$ cat src/rtl/cpu_pkg.sv
// Shared CPU definitions: widths, opcodes, ALU selects
// and the fetch/decode state encoding.
package cpu_pkg;

  localparam int DATA_W_DEF = 4;
  localparam int ADDR_W_DEF = 6;

  localparam logic [3:0] OPC_HALT = 4'hF;

  localparam logic [1:0] ALU_ADD = 2'b00;
  localparam logic [1:0] ALU_SUB = 2'b01;
  localparam logic [1:0] ALU_MUL = 2'b10;
  localparam logic [1:0] ALU_DIV = 2'b11;

  typedef enum logic [2:0] {
    S_OP,
    S_A,
    S_B,
    S_PH,
    S_PL,
    S_IND,
    S_ISSUE,
    S_HALT
  } fd_state_e;

endpackage

$ cat src/rtl/fetch_decode.sv
// Nibble fetch/decode stage feeding the execute/ALU stage.
// Ports: clk, rst_n (sync, low), mem_req/gnt/addr/rdata
// read port, out_valid/ready handshake with out_op/mem/a/b,
// pc, illegal_op pulse, sticky halted.
module fetch_decode
  import cpu_pkg::*;
#(
  parameter int DATA_W = DATA_W_DEF,
  parameter int ADDR_W = ADDR_W_DEF,
  parameter logic [ADDR_W-1:0] RESET_PC = '0
) (
  input  logic              clk,
  input  logic              rst_n,
  output logic              mem_req,
  input  logic              mem_gnt,
  output logic [ADDR_W-1:0] mem_addr,
  input  logic [DATA_W-1:0] mem_rdata,
  output logic              out_valid,
  input  logic              out_ready,
  output logic [1:0]        out_op,
  output logic              out_mem,
  output logic [DATA_W-1:0] out_a,
  output logic [DATA_W-1:0] out_b,
  output logic [ADDR_W-1:0] pc,
  output logic              illegal_op,
  output logic              halted
);

  fd_state_e         state_q;
  logic [DATA_W-1:0] ph_q;
  logic [ADDR_W-1:0] ptr_q;
  logic              fire;
  logic [ADDR_W-1:0] pc_inc;

  assign fire   = mem_req & mem_gnt;
  assign pc_inc = pc + ADDR_W'(1);

  assign mem_addr = (state_q == S_IND) ? ptr_q : pc;

  always_ff @(posedge clk) begin
    if (!rst_n) begin
      state_q    <= S_OP;
      pc         <= RESET_PC;
      mem_req    <= 1'b0;
      out_valid  <= 1'b0;
      out_op     <= '0;
      out_mem    <= 1'b0;
      out_a      <= '0;
      out_b      <= '0;
      illegal_op <= 1'b0;
      halted     <= 1'b0;
      ph_q       <= '0;
      ptr_q      <= '0;
    end else begin
      illegal_op <= 1'b0;
      unique case (state_q)
        S_OP: begin
          // req is low only in the first cycle out of reset
          mem_req <= 1'b1;
          if (fire) begin
            pc <= pc_inc;
            if (mem_rdata[3:0] == OPC_HALT) begin
              halted  <= 1'b1;
              mem_req <= 1'b0;
              state_q <= S_HALT;
            end else if (mem_rdata[3]) begin
              illegal_op <= 1'b1;
            end else begin
              out_op  <= mem_rdata[2:1];
              out_mem <= mem_rdata[0];
              state_q <= S_A;
            end
          end
        end
        S_A: if (fire) begin
          out_a   <= mem_rdata;
          pc      <= pc_inc;
          state_q <= out_mem ? S_PH : S_B;
        end
        S_B: if (fire) begin
          out_b     <= mem_rdata;
          pc        <= pc_inc;
          mem_req   <= 1'b0;
          out_valid <= 1'b1;
          state_q   <= S_ISSUE;
        end
        S_PH: if (fire) begin
          ph_q    <= mem_rdata;
          pc      <= pc_inc;
          state_q <= S_PL;
        end
        S_PL: if (fire) begin
          // truncation keeps PH[1:0] as the pointer's top bits
          ptr_q   <= ADDR_W'({ph_q, mem_rdata});
          pc      <= pc_inc;
          state_q <= S_IND;
        end
        S_IND: if (fire) begin
          out_b     <= mem_rdata;
          mem_req   <= 1'b0;
          out_valid <= 1'b1;
          state_q   <= S_ISSUE;
        end
        S_ISSUE: if (out_ready) begin
          out_valid <= 1'b0;
          mem_req   <= 1'b1;
          state_q   <= S_OP;
        end
        S_HALT: begin
          mem_req   <= 1'b0;
          out_valid <= 1'b0;
        end
        default: state_q <= S_OP;
      endcase
    end
  end

endmodule

$ cat config.mk
export PLATFORM = sky130hd
export DESIGN_NAME = fetch_decode
export DESIGN_NICKNAME = d
export VERILOG_FILES = /design/src/rtl/cpu_pkg.sv /design/src/rtl/fetch_decode.sv
export SDC_FILE = /design/constraint.sdc
export NUM_CORES = 1
export LEC_CHECK = 0
export BUFFER_PORTS_ARGS = -buffer_cell sky130_fd_sc_hd__buf_2
export CAP_MARGIN = 20
export CORE_ASPECT_RATIO = 2
export CORE_MARGIN = 5
export CORE_UTILIZATION = 57
export DETAILED_ROUTE_END_ITERATION = 8
export HOLD_SLACK_MARGIN = 0.02
export PLACE_DENSITY = 0.85
export SLEW_MARGIN = 20
export SYNTH_ARGS = -nofsm -noshare
export SYNTH_HDL_FRONTEND = slang
export SYNTH_SLANG_ARGS = --single-unit
$ cat constraint.sdc
create_clock -name clk -period 2.8 [get_ports clk]
set_input_delay 0.14 -clock clk [delete_from_list [all_inputs] [get_ports clk]]
set_output_delay 0.14 -clock clk [all_outputs]
set_load 0.01 [all_outputs]
==> impl_metrics.tcl <==
set metrics [dict create \
    outcome "finished, final reports clean" \
    finalMaxSlewViolations 0 \
    hold_violations 0 \
    core_sq_um 2736 \
    num-nets-final 224 \
    fmax_mhz 467.4 \
    initial_core_util 0.5866 \
    fp.dieArea_sq_um 4042 \
    rsz0062_at_grt "false" \
    grt_pass1_vias 1447 \
    whs_ps 158.9 \
    setup_viol 0 \
    fp.dieH_um 85.05 \
    post_cts_buffers 0 \
    cp-end-kind "output pin" \
    synth.net_count 201 \
    worst-path-max-fanout 22 \
    clk_pin_slew_ps 70 \
    period_share 0.7641 \
    synth_edf_count 0 \
    ys_types 38 \
    avgSynthCellArea_sq_um 8.361 \
    yosysSeqAreaShare 0.3991 \
    cts_buffer_depth 2 \
    cpMaxStageDelayCell "dfxtp_1" \
    antenna_found_initial 0 \
    crit_arrival_ps 2000 \
    cts_buffers 5 \
    port_buffers 34 \
    path_delay_family "flip-flops" \
    finalClockSkew_ps 3.328 \
    vias 1538 \
    wirelength_um 3959 \
    p_per_area_nw_per_um2 554.8 \
    drv_cap 0 \
    grt_use_total 0.2221 \
    worst-path-buf-inv 1 \
    die_width_um 47.53 \
    antenna_cells 0 \
    max_stage_delay_ps 710 \
    io_pins 35 \
    cp-start-kind "register" \
    ys_ff_latch 32 \
    grt-ovfl-total 0 \
    worst_pin_slew_ps 764.8 \
    dp_hpwl_um 2766 \
    finalSetupTns_ps 0 \
    drive_gt1_frac 0.2407 \
    synthCells 192 \
    cts_resized 0 \
    power.total_uw 1018 \
    drc_errors 0 \
    async_flop_share 0 \
    row_count 27 \
    path_cells "nand3b_1, mux2_2, buf_2" \
    clockRootBuffer "clkbuf_8" \
    maxSlewHeadroom 0.4896 \
    drt_iter0_drc 63 \
    yosysWarnings 0 \
    place.gp.congestion 0.8428 \
    routed_via_density 6.278 \
    dr.pass1.iters 5 \
    ys.flop_type "dfxtp_1" \
    period_needed_ps 2140 \
    ant_nets 0 \
    grt_pass1_wl_um 6686 \
    power.leakage_uw 0.0007100 \
    cts_tree "done" \
    crit_type "register to output pin" \
    grt_max_degree 25 \
    clk_latency_ps 290 \
    clkSinkCount 32 \
    area_delta_synth_final_pct 14.34 \
    mappedNetlistArea_sq_um 1605 \
    vdd_drop_max_uv 638.1 \
    wl_per_cell_um 16.16 \
    htree_levels 2 \
    hp-class "primary input to register" \
    cts_hold_buf 0 \
    crit_required_ps 2660 \
]
## layer usage
layer	GRT usage	vias up	routed length, um
li1	-	744	-
met4	0.1259	0	121
met3	0.04034	11	218
met1	0.2646	728	1514
met5	0	-	0
met2	0.3521	55	2105
## final timing paths
kind / start / to / slack (ps) / cells past startpoint
setup / recovery: state_q[0] / mem_addr[4] / 660 / 3
hold / removal: mem_rdata[2] / out_b[2] / 160 / 3
setup reg to reg: state_q[0] / out_b[1] / 1000 / 3
hold reg to reg: out_b[2] / out_b[2] / 460 / 2
## cell families (layout without fill, tap and decap cells)
family,after synthesis,after routing,share of synthesized area
AND/OR/NAND/NOR,67,67,0.2385
flip-flops,32,32,0.3991
buffers and inverters,22,46,0.06391
AO/OA/AOI/OAI,59,59,0.2175
multiplexers,11,11,0.07326
adder cells (fa/ha/maj),1,1,0.007793
## report_power, final
group | internal [uW] | switching, uW
clock network | 263 | 185
registers | 464 | 17.8
logic | 31.8 | 56.8
total | 759 | 259
## worst reg2reg max path: stages (launching register included)
cell and delay [ps]:
dfxtp_1 710, nand3b_1 470, a21oi_4 350, mux2i_1 220
## synth_stat cells, drive strengths merged (2+ instances only)
master / count / area, sq um
a21oi: 25 / 136.4
a311oi: 3 / 26.28
a31oi: 2 / 12.51
and2: 2 / 12.52
and3b: 2 / 17.52
buf: 11 / 61.31
clkbuf: 7 / 26.28
dfxtp: 32 / 640.6
inv: 4 / 15.01
mux2: 6 / 67.56
mux2i: 5 / 50.05
nand2: 14 / 52.55
nand2b: 4 / 25.02
nand3: 15 / 75.07
nand3b: 4 / 30.03
nand4: 5 / 31.28
nor2: 4 / 15.01
nor2b: 2 / 12.51
nor3: 2 / 10.01
nor4: 3 / 18.77
nor4bb: 2 / 20.02
o21a: 2 / 15.01
o21ai: 20 / 100.1
o31ai: 3 / 22.52
or4: 3 / 22.52
## per-stage QoR
step | util | cells | setup slack [ps] | cell area [sq um]
global placement | 0.6301 | 237 | 1033 | 1724
global route | 0.6708 | 245 | 562.1 | 1836
floorplan | - | 192 | 1428 | 1605
CTS | 0.6708 | 245 | 675.4 | 1836
finish | 0.6708 | 245 | 660.4 | 1836
detailed placement | 0.6301 | 237 | 993.7 | 1724
## final cells by class
cell class                      count  area [sq um]
Tap cell                           29         36.28
Multi-Input combinational cell    138         862.1
Clock buffer                        5         68.82
Timing Repair Buffer               34         170.2
Fill cell                         245         900.9
Clock inverter                      3         42.54
Sequential cell                    32         640.6
Inverter                            4         15.01
## cell usage in the layout (no fill, tap or decap), types with 2 or more instances in the layout
master	count
a21oi_1	24
a311oi_1	3
a31oi_1	2
and3b_1	2
buf_2	34
clkbuf_8	5
dfxtp_1	32
inv_1	4
mux2_2	6
mux2i_1	5
nand2_1	14
nand2b_1	4
nand3_1	15
nand3b_1	4
nand4_1	5
nor2_1	4
nor2b_1	2
nor3_1	2
nor4_1	3
nor4bb_1	2
o21a_1	2
o21ai_0	20
o31ai_1	3
or4_1	3
## flip-flops by register name (all words and copies together) (netlist names), 2 cells and up
signal	flops
out_a	4
out_b	4
out_op	2
pc	6
ph_q	2
ptr_q	6
state_q	3
No activity file was read; power rests on OpenSTA's default activity.
